===== src/rtl/ddr_in_gearbox_pkg.sv =====
// rtl/ddr_in_gearbox_pkg.sv - shared encodings and helpers for the DDR input gearbox
package ddr_in_gearbox_pkg;

  typedef enum logic {
    SWAP_RISE_LOW = 1'b0,
    SWAP_FALL_LOW = 1'b1
  } swap_mode_e;

  function automatic int clog2(input int value);
    int r;
    r = 0;
    while ((1 << r) < value) r++;
    return r;
  endfunction

endpackage


===== src/rtl/ddr_in_gearbox_if.sv =====
// rtl/ddr_in_gearbox_if.sv - capture-side and word-stream signals of the DDR input gearbox
interface ddr_in_gearbox_if #(
  parameter int WIDTH = 16,
  parameter int BEATS = 4,
  parameter int DEPTH = 4
);
  import ddr_in_gearbox_pkg::*;

  localparam int WORD_W  = 2 * WIDTH * BEATS;
  localparam int LEVEL_W = clog2(DEPTH) + 1;

  logic [WIDTH-1:0]   d;
  logic               ce;
  logic               clr;
  logic               swap;
  logic [WORD_W-1:0]  q;
  logic               q_valid;
  logic               q_ready;
  logic               overflow;
  logic [LEVEL_W-1:0] level;

  modport master (
    output d, ce, clr, swap, q_ready,
    input  q, q_valid, overflow, level
  );

  modport slave (
    input  d, ce, clr, swap, q_ready,
    output q, q_valid, overflow, level
  );

endinterface


===== src/rtl/ddr_in_gearbox_lane.sv =====
// rtl/ddr_in_gearbox_lane.sv - one bit of dual-edge capture with the fall sample retimed to the rising domain
module ddr_in_lane (
  input  logic clk,
  input  logic rst_n,
  input  logic d,
  output logic r_q,
  output logic f_q
);

  logic r_cap;
  logic f_cap;

  // r_q/f_q update together, so the pair (posedge n, following negedge) appears at posedge n+1
  always_ff @(posedge clk or negedge rst_n) begin
    if (!rst_n) begin
      r_cap <= 1'b0;
      r_q   <= 1'b0;
      f_q   <= 1'b0;
    end else begin
      r_cap <= d;
      r_q   <= r_cap;
      f_q   <= f_cap;
    end
  end

  always_ff @(negedge clk or negedge rst_n) begin
    if (!rst_n) f_cap <= 1'b0;
    else        f_cap <= d;
  end

endmodule


===== src/rtl/ddr_in_gearbox.sv =====
// rtl/ddr_in_gearbox.sv - assembles BEATS DDR pairs into one word and queues words in a small FIFO
module ddr_in_gearbox
  import ddr_in_gearbox_pkg::*;
#(
  parameter int WIDTH = 16,
  parameter int BEATS = 4,
  parameter int DEPTH = 4
) (
  input logic            clk,
  input logic            rst_n,
  ddr_in_gearbox_if.slave bus
);

  localparam int PAIR_W  = 2 * WIDTH;
  localparam int WORD_W  = PAIR_W * BEATS;
  localparam int KW      = clog2(BEATS);
  localparam int AW      = clog2(DEPTH);
  localparam int LEVEL_W = AW + 1;

  logic [WIDTH-1:0] r_vec;
  logic [WIDTH-1:0] f_vec;

  genvar i;
  generate
    for (i = 0; i < WIDTH; i++) begin : g_lane
      ddr_in_lane u_lane (
        .clk   (clk),
        .rst_n (rst_n),
        .d     (bus.d[i]),
        .r_q   (r_vec[i]),
        .f_q   (f_vec[i])
      );
    end
  endgenerate

  logic       ce_s;
  logic       ce_q;
  swap_mode_e swap_s;
  swap_mode_e swap_q;

  // ce/swap follow the rise data through the same two-stage delay as the lanes
  always_ff @(posedge clk or negedge rst_n) begin
    if (!rst_n) begin
      ce_s   <= 1'b0;
      ce_q   <= 1'b0;
      swap_s <= SWAP_RISE_LOW;
      swap_q <= SWAP_RISE_LOW;
    end else begin
      ce_s   <= bus.ce;
      swap_s <= swap_mode_e'(bus.swap);
      ce_q   <= ce_s & ~bus.clr;
      swap_q <= swap_s;
    end
  end

  logic [PAIR_W-1:0]  pair;
  logic [KW-1:0]      k;
  logic [WORD_W-1:0]  asm_q;
  logic [WORD_W-1:0]  word_next;
  logic [WORD_W-1:0]  mem [DEPTH];
  logic [AW-1:0]      wr_ptr;
  logic [AW-1:0]      rd_ptr;
  logic [LEVEL_W-1:0] level_q;
  logic               ovf_q;
  logic               last_beat;
  logic               push;
  logic               pop;
  logic               full;
  logic               wr_en;
  logic               q_valid;

  always_comb begin
    pair = (swap_q == SWAP_FALL_LOW) ? {r_vec, f_vec} : {f_vec, r_vec};
    word_next = asm_q;
    word_next[int'(k) * PAIR_W +: PAIR_W] = pair;
  end

  assign last_beat = (k == KW'(BEATS - 1));
  assign push      = ce_q && last_beat;
  assign q_valid   = (level_q != '0);
  assign pop       = q_valid && bus.q_ready;
  assign full      = (level_q == LEVEL_W'(DEPTH));
  // a pop on the same edge frees the slot, so a full FIFO can still accept
  assign wr_en     = push && (!full || pop);

  always_ff @(posedge clk or negedge rst_n) begin
    if (!rst_n) begin
      k       <= '0;
      asm_q   <= '0;
      wr_ptr  <= '0;
      rd_ptr  <= '0;
      level_q <= '0;
      ovf_q   <= 1'b0;
    end else if (bus.clr) begin
      k       <= '0;
      asm_q   <= '0;
      wr_ptr  <= '0;
      rd_ptr  <= '0;
      level_q <= '0;
      ovf_q   <= 1'b0;
    end else begin
      if (ce_q) begin
        asm_q <= word_next;
        k     <= last_beat ? '0 : k + 1'b1;
      end
      if (wr_en) wr_ptr <= wr_ptr + 1'b1;
      if (pop)   rd_ptr <= rd_ptr + 1'b1;
      case ({wr_en, pop})
        2'b10:   level_q <= level_q + 1'b1;
        2'b01:   level_q <= level_q - 1'b1;
        default: level_q <= level_q;
      endcase
      if (push && full && !pop) ovf_q <= 1'b1;
    end
  end

  always_ff @(posedge clk) begin
    if (wr_en && !bus.clr) mem[wr_ptr] <= word_next;
  end

  assign bus.q        = q_valid ? mem[rd_ptr] : '0;
  assign bus.q_valid  = q_valid;
  assign bus.level    = level_q;
  assign bus.overflow = ovf_q;

endmodule


===== src/flat_wrapper.sv =====
// flat-port wrapper written by rule: the top's interface ports become plain ports
module ddr_in_gearbox_flat import ddr_in_gearbox_pkg::*;
#(
  parameter int WIDTH = 16,
  parameter int BEATS = 4,
  parameter int DEPTH = 4
)
  (clk, rst_n, bus_d, bus_ce, bus_clr, bus_swap, bus_q_ready, bus_q, bus_q_valid, bus_overflow, bus_level);
  ddr_in_gearbox_if #(.WIDTH(WIDTH), .BEATS(BEATS), .DEPTH(DEPTH)) bus_i ();
  input logic clk;
  input logic rst_n;
  input wire logic [$bits(bus_i.d)-1:0] bus_d;
  input wire logic [$bits(bus_i.ce)-1:0] bus_ce;
  input wire logic [$bits(bus_i.clr)-1:0] bus_clr;
  input wire logic [$bits(bus_i.swap)-1:0] bus_swap;
  input wire logic [$bits(bus_i.q_ready)-1:0] bus_q_ready;
  output wire logic [$bits(bus_i.q)-1:0] bus_q;
  output wire logic [$bits(bus_i.q_valid)-1:0] bus_q_valid;
  output wire logic [$bits(bus_i.overflow)-1:0] bus_overflow;
  output wire logic [$bits(bus_i.level)-1:0] bus_level;
  assign bus_i.d = bus_d;
  assign bus_i.ce = bus_ce;
  assign bus_i.clr = bus_clr;
  assign bus_i.swap = bus_swap;
  assign bus_i.q_ready = bus_q_ready;
  assign bus_q = bus_i.q;
  assign bus_q_valid = bus_i.q_valid;
  assign bus_overflow = bus_i.overflow;
  assign bus_level = bus_i.level;
  ddr_in_gearbox #(.WIDTH(WIDTH), .BEATS(BEATS), .DEPTH(DEPTH)) u_core (.clk(clk), .rst_n(rst_n), .bus(bus_i));
endmodule

===== config.mk =====
export PLATFORM = sky130hd
export DESIGN_NAME = ddr_in_gearbox_flat
export DESIGN_NICKNAME = d
export VERILOG_FILES = /design/src/rtl/ddr_in_gearbox_pkg.sv /design/src/rtl/ddr_in_gearbox_if.sv /design/src/rtl/ddr_in_gearbox_lane.sv /design/src/rtl/ddr_in_gearbox.sv /design/src/flat_wrapper.sv
export SDC_FILE = /design/constraint.sdc
export NUM_CORES = 1
export LEC_CHECK = 0
export CAP_MARGIN = 15
export CORE_MARGIN = 4
export CORE_UTILIZATION = 30
export CTS_BUF_LIST = sky130_fd_sc_hd__clkbuf_8 sky130_fd_sc_hd__clkbuf_16
export CTS_CLUSTER_DIAMETER = 60
export CTS_CLUSTER_SIZE = 10
export DETAILED_ROUTE_END_ITERATION = 10
export SYNTH_ARGS = -nofsm -noshare
export SYNTH_HDL_FRONTEND = slang
export SYNTH_SLANG_ARGS = --single-unit

===== constraint.sdc =====
create_clock -name clk -period 11.93 [get_ports clk]
set_input_delay 1.7895 -clock clk [delete_from_list [all_inputs] [get_ports clk]]
set_output_delay 1.7895 -clock clk [all_outputs]
set_load 0.02 [all_outputs]

Word-level counts from Yosys, hierarchy flattened:

Memory sizes are Yosys's and may differ from the RTL's.
Cells that the tools add are included.

* add/sub/neg operators: 6
* eq/ne operators: 4
* shift operators: 2
* muxes and demuxes: 18
* bitwise gates (word level): 2
* reductions and logical operators: 16

Operators by type and width (count)
* 128-bit 2-to-1 mux: 3
* 128-bit bitwise mux: 1
* 32-bit by 33-bit variable shift with 128-bit output (first input constant): 1
* 32-bit by 33-bit variable part select with 128-bit output: 1
* 7-bit negation with 33-bit output: 1
* 32-bit 2-to-1 mux: 1
* 2-bit 2-to-1 mux: 7
* 2-bit nonzero test: 4
* 2-bit by 1-bit adder with 2-bit output (second input constant): 3
* 1-bit logical AND: 6
* 3-bit case mux with 2 select lines: 1
* 3-bit nonzero test: 2
* 2-bit == test (second input constant): 2
* 1-bit 2-to-1 mux: 4
* 3-bit by 1-bit adder with 3-bit output (second input constant): 1
* 3-bit == test (second input constant): 1
* 1-bit zero test: 3
* 3-bit 2-to-1 mux: 1
* 3-bit by 1-bit subtractor with 3-bit output (second input constant): 1
* 2-bit by 1-bit == test with 1-bit output (second input constant): 1
* 1-bit bitwise AND: 1
* 1-bit logical OR: 1
* 1-bit inverter: 1

* flip-flop bits (word level): 206
* RAM bits: 512
* bits of input ports: 22
* output and inout bits: 133
* word-level logic and storage cells: 123
* memories: 1

Memory list
* u_core.mem: depth 4, bits a word 128, read ports 1, clocked after memory_dff 0, write ports 1, RTL line ddr_in_gearbox.sv:60 `logic [WORD_W-1:0] mem [DEPTH];`

Longest topological paths before layout:

* depth after elaboration: 7
* mapped depth: 10
* depth with buffers taken out: 8

Modules after synthesis:

Synthesis repeated with hierarchy kept, for this count alone.

* cell total of the unflattened synthesis: 1750
* area total of the unflattened synthesis: 28798.9 um^2

Modules (own cells, without submodules)
* ddr_in_gearbox: instances 1, cells an instance 1686, area an instance 27197.3 um^2, sequential area each 18928.2 um^2
* ddr_in_lane: instances 16, cells an instance 4, area an instance 100.1 um^2, sequential area each 100.1 um^2

==> metrics.md <==
| Metric | Value |
|---|---|
| Area leader, netlist | `edfxtp_1` |
| Initial antenna violation count | `3` |
| Worst Skew | `0.0386 ns` |
| Post-CTS Setup Bufs | `0` |
| Clock root buffer | `clkbuf_16` |
| Finish-stage setup viols | `0` |
| CP Launch Type | `input port` |
| Setup CP Type | `in2reg` |
| Residual DRC | `0` |
| Antenna-violating nets left | `0` |
| Die W | `318 um` |
| Final net count | `1,924` |
| Hold buffers post-CTS | `0` |
| Initial Util | `0.303` |
| Share of post-route cells with drive strength above 1 | `0.158` |
| FILL cells | `8,879` |
| Worst path max stage delay | `0.43 ns` |
| Crit path max-delay family | `buffers and inverters` |
| Sinks on Clock Net | `718` |
| Yosys top cell area share | `0.535` |
| Clock-pin slew on the worst setup and hold paths | `0.05 ns` |
| Die Height | `318 um` |
| Area delta synth->final | `18.6%` |
| Clock buffer depth | `3` |
| PnR worst setup slack | `4.17 ns` |
| Post-DP HPWL | `47.1 mm` |
| Leakage | `11.7 nW` |
| Ports | `155` |
| VDD IR max | `91.5 uV` |
| Largest net degree at the start of global routing | `78` |
| Vias per Instance | `4.98` |
| Drt wl/cell | `23.2 um` |
| 1st-pass router iterations | `6` |
| Crit path buf inv count | `1` |
| Die area | `101,000 sq um` |
| Gr usage total | `0.146` |
| Final core utilization | `0.359` |
| Async SR Flop Fraction | `0.287` |
| Setup TNS Final | `0 ns` |
| Routed met3 length | `4.80 mm` |
| Hold WC Path Type | `reg2reg` |
| Post-cts resize count | `0` |
| CP endpoint kind | `register` |
| Vias in the first global route | `16.4k` |
| Global route total overflow | `0` |
| Outcome | `complete, no violations` |
| Final wirelength | `75.0 mm` |
| First-pass GRT wire length | `112 mm` |
| Mapped Cells | `1,746` |
| Maxcap violations | `0` |
| Final Max Tran Viols | `0` |
| Top Layer Used | `met5` |
| Starting DRT DRC Count | `1,639` |
| R2R setup slack | `5.52 ns` |
| Yosys reg bits | `718` |
| Synth unique cells | `37` |
| Critical Path RT | `6.39 ns` |
| Multi-input gate area | `7150 sq um` |
| Register area share after synthesis | `0.714` |
| CP Cell Sequence | `clkdlybuf4s50_1` |
| Tightest Pin Transition | `1.15 ns` |
| CP max-delay cell | `clkdlybuf4s50_1` |
| M1 WL | `32.3 mm` |
| Num rows | `113` |
| Slew margin rel. | `0.236` |
| Reg area | `20,500 sq um` |
| Top FF cell, synth | `edfxtp_1` |
| Routability Congestion | `0.825` |
| Synthesized area per cell | `16.5 sq um` |
| Syn Nets | `1,778` |
| Final hold violations | `0` |
| Core region area | `95,000 sq um` |
| Number of buffers created by CTS | `86` |
| RSZ-0062 raised after global routing | `no` |
| PwrDens | `154 nW/um^2` |
| Post-synth EDFFs | `512` |
| Via Count | `16.1k` |
| Setup WS pre-CTS | `3.56 ns` |
| Routed wl met2 | `35.4 mm` |
| Area of the mapped netlist | `28,800 sq um` |
| Number of port buffers | `154` |
| Critical path fanouts, max | `2` |
| Ys Warns | `0` |
| CP arrival | `2.22 ns` |
| Clk_lat worst skew | `0.63 ns` |
| H-tree depth | `3` |
| CTS tree | `built` |
| Largest cells by area after synthesis | `edfxtp_1 53%, dfrtp_1 17%, mux4_2 10%` |
## cell usage in the layout (no fill, tap or decap), types with 5 or more instances in the layout
master           count
dfrtp_1            187
mux4_2             128
mux2i_1             34
nand2_1              5
mux2_2              32
clkdlybuf4s50_1    152
buf_4               28
clkbuf_16           87
dfrtn_1             16
inv_1              190
a22oi_1            128
ha_1                 7
and2_1             130
nor2_1             139
o22ai_1            129
edfxtp_1           512
## cells in the mapped netlist (2+ instances only)
| cell type | number |
|---|---|
| xor2_1 | 3 |
| nand2_1 | 6 |
| a21oi_1 | 4 |
| nor3_1 | 3 |
| buf_6 | 11 |
| a22oi_1 | 128 |
| nor2_2 | 3 |
| edfxtp_1 | 512 |
| inv_1 | 133 |
| dfrtn_1 | 16 |
| dfrtp_1 | 190 |
| mux4_2 | 128 |
| ha_1 | 9 |
| nor2_1 | 139 |
| o22ai_1 | 129 |
| nand3_1 | 2 |
| buf_4 | 6 |
| buf_2 | 35 |
| o21ai_0 | 4 |
| and2_1 | 134 |
| mux2i_1 | 34 |
| clkbuf_1 | 70 |
| mux2_2 | 32 |
| nand4bb_1 | 2 |
## stage by stage
stage          cells  hold slack (ns)  power [mW]  area (sq um)
6_report        3233            0.348        5.24         34100
5_1_grt         3230            0.358        5.42         34100
4_1_cts         3230            0.349        5.29         34100
3_5_place_dp    3069            0.336        2.94         31500
3_3_place_gp    3069            0.335        2.94         31500
2_1_floorplan   1746            0.331        2.85         28800
## path summary, 6_finish.rpt
kind	from	to	cells past startpoint
max	bus_d[3]	u_core.g_lane[3].u_lane.f_cap	1
min	u_core.g_lane[11].u_lane.r_cap	u_core.g_lane[11].u_lane.r_q	0
max reg2reg	u_core.g_lane[14].u_lane.f_cap	u_core.g_lane[14].u_lane.f_q	0
min reg2reg	u_core.g_lane[11].u_lane.r_cap	u_core.g_lane[11].u_lane.r_q	0
max in group asynchronous	rst_n	u_core.g_lane[15].u_lane.f_cap	1
min in group asynchronous	rst_n	u_core.g_lane[12].u_lane.r_cap	1
## registers in the layout (all words and copies together) (netlist names), 2 cells and up
name                        flops
u_core.bus.level                3
u_core.g_lane.u_lane.r_cap     16
u_core.g_lane.u_lane.f_cap     16
u_core.mem                    512
u_core.wr_ptr                   2
u_core.k                        2
u_core.asm_q                  128
u_core.g_lane.u_lane.f_q       16
u_core.rd_ptr                   2
u_core.g_lane.u_lane.r_q       16
## metal layers
| metal | track usage | vias up |
|---|---|---|
| met5 | 0 | - |
| met2 | 0.231 | 648 |
| met1 | 0.200 | 8385 |
| met3 | 0.0293 | 144 |
| li1 | - | 6916 |
| met4 | 0.0515 | 2 |
## logic make-up after synthesis
group,Yosys count,synth area share
AOI/OAI and AO/OA,268,0.0640
adders and majority gates,10,0.00461
muxes,194,0.125
and+or+nand+nor,296,0.0528
buffers and inverters,256,0.0386
xor gates and xnor gates,4,0.00122
DFF,718,0.714
## layout make-up
type                            count  share of cell area
Tap cell                         1265              0.0464
Sequential cell                   718               0.602
Clock inverter                     71              0.0107
Clock buffer                       90              0.0650
Multi-Input combinational cell    772               0.210
Timing Repair Buffer              181              0.0512
Inverter                          133              0.0146
Antenna cell                        3            0.000220
## power by group
group / switching (mW) / total, mW / internal (mW) / leakage, nW
registers: 0.0207 / 2.71 / 2.69 / 7.41
clock network: 0.999 / 2.34 / 1.34 / 1.47
logic: 0.135 / 0.188 / 0.0526 / 2.82
Power figures use the tool's default switching activity.
==> RTL change: new RTL, same settings <==
Reset style: synchronous (`rst_n`), changed in 4 clocked blocks.
--- a/src/rtl/ddr_in_gearbox_lane.sv
+++ b/src/rtl/ddr_in_gearbox_lane.sv
@@ -11,7 +11,7 @@
   logic f_cap;
 
   // r_q/f_q update together, so the pair (posedge n, following negedge) appears at posedge n+1
-  always_ff @(posedge clk or negedge rst_n) begin
+  always_ff @(posedge clk) begin
     if (!rst_n) begin
       r_cap <= 1'b0;
       r_q   <= 1'b0;
@@ -23,7 +23,7 @@
     end
   end
 
-  always_ff @(negedge clk or negedge rst_n) begin
+  always_ff @(negedge clk) begin
     if (!rst_n) f_cap <= 1'b0;
     else        f_cap <= d;
   end
--- a/src/rtl/ddr_in_gearbox.sv
+++ b/src/rtl/ddr_in_gearbox.sv
@@ -39,7 +39,7 @@
   swap_mode_e swap_q;
 
   // ce/swap follow the rise data through the same two-stage delay as the lanes
-  always_ff @(posedge clk or negedge rst_n) begin
+  always_ff @(posedge clk) begin
     if (!rst_n) begin
       ce_s   <= 1'b0;
       ce_q   <= 1'b0;
@@ -83,7 +83,7 @@
   // a pop on the same edge frees the slot, so a full FIFO can still accept
   assign wr_en     = push && (!full || pop);
 
-  always_ff @(posedge clk or negedge rst_n) begin
+  always_ff @(posedge clk) begin
     if (!rst_n) begin
       k       <= '0;
       asm_q   <= '0;
Function: not checked (the comparison handles one clock edge and no latches or derived clocks); the edit may change what the design does.
==> RTL change against the original RTL <==
  * Worst setup slack got worse by 490 ps
  * Final area shrank 2.0%
  * Critical path depth increased by 2
  * Sequential cell count increased by 2
  * Highest routed layer is now met4
  * Clock skew shrank 8.6 ps
  * Wire length decreased by 6.2%
  * Area after synthesis shrank 2.6%
Power is not compared: it rests on default switching activity, and its combinational part moved more than twofold at a synthesized area within 25%.
==> RTL change: results <==
group,metric,value,unit
routing,avgViaCountPerCell,4.85,
sta,worst_slew_pin_slew,1070,ps
critical_path,slowest_delay,460,ps
layout,post_route_cells_drive_above_1_share,0.147,
routing,wl,70400,um
synth,synth.distinct_cells,43,
critical_path,crit_fanout,53,
critical_path,crit_slowest_cell,"clkdlybuf4s50_1",
global_routing,grt_max_degree,135,
power,p_leak,10.2,nW
routing,antenna_left,0,
outcome,status,"finished, final reports clean",
synth,synth_edf_count,512,
clocking,cts_buffers,83,
synth,ys_seq_area_frac,0.698,
layout,fin_nets,2009,
place,hpwl,46400,um
synth,async_reset_ff_frac,0,
routing,wl_per_cell,21.4,um
critical_path,cp.arrival,2850,ps
critical_path,regToRegSetupSlack,5400,ps
global_routing,grt_pass1_wl,105000,um
synth,synth_commonest_cells,"512 x edfxtp_1, 208 x dfxtp_1, 185 x and2_1",
critical_path,cp_top_family,"buffers and inverters",
layout,diodes,0,
synth,netlist_top_cells_area,"edfxtp_1 55%, dfxtp_1 15%, mux4_2 10%, and2_1 4.1%, o22ai_1 2.9%",
global_routing,grt.total_usage,0.141,
clocking,clkTransAtPathRegs,50,ps
place,gp_congestion,0.808,
place,post-place-ws,3020,ps
routing,drtPass1Iterations,6,
place,dp.cells,3115,
global_routing,grt_pass1_vias,16042,
layout,fill_cells,8642,
routing,drtIter0Drc,1513,
sta,skew,30.0,ps
synth,syn_inst,1815,
sta,setup_slack,3680,ps
global_routing,antenna_found_initial,4,
RTL change: power by group through the flow:
stage / Combinational (mW) / Clock, mW / Sequential (mW)
after floorplan: 0.0463 / 0.00873 / 2.72
after global placement: 0.0790 / 0.00873 / 2.72
after detailed placement: 0.0814 / 0.00873 / 2.72
after CTS: 0.0815 / 2.30 / 2.67
after global routing: 0.0873 / 2.42 / 2.67
final: 0.0826 / 2.25 / 2.67
RTL change: routing by layer:
metal / wire [um] / track usage / up-vias / share of wire
met5: 0 / 0 / - / 0
met4: 1540 / 0.0393 / 0 / 0.022
li1: - / - / 7132 / -
met3: 4690 / 0.0238 / 104 / 0.067
met1: 30900 / 0.197 / 8096 / 0.44
met2: 33300 / 0.228 / 584 / 0.47
RTL change: final cells by class:
| type | count | area share |
|---|---|---|
| clock buffers | 85 | 0.0630 |
| clock inverters | 80 | 0.0110 |
| inverters | 136 | 0.0153 |
| multi-input cells | 833 | 0.223 |
| flip-flops and latches | 720 | 0.585 |
| well taps | 1243 | 0.0466 |
| repair buffers | 187 | 0.0558 |
RTL change: cell families after synthesis:
family | Yosys count | synth area share
buffers and inverters | 262 | 0.0371
XOR/XNOR | 5 | 0.00156
multiplexers | 192 | 0.127
AND/OR/NAND/NOR | 355 | 0.0676
flip-flops | 720 | 0.698
AO/OA/AOI/OAI | 271 | 0.0640
adder cells (fa/ha/maj) | 10 | 0.00474
RTL change: metrics by stage:
step           cell area (um^2)  power [mW]  hold WS, ps
2_1_floorplan             28000        2.77          406
4_1_cts                   33300        5.05          435
3_5_place_dp              30800        2.81          423
6_report                  33400        5.00          433
5_1_grt                   33400        5.17          444
3_3_place_gp              30800        2.81          419
RTL change: worst paths after layout:
check,startpoint,endpoint,cells past startpoint
max,rst_n,u_core.g_lane[1].u_lane.f_cap,3
min,u_core.swap_s,u_core.swap_q,1
max reg2reg,u_core.g_lane[11].u_lane.f_cap,u_core.g_lane[11].u_lane.f_q,1
min reg2reg,u_core.swap_s,u_core.swap_q,1
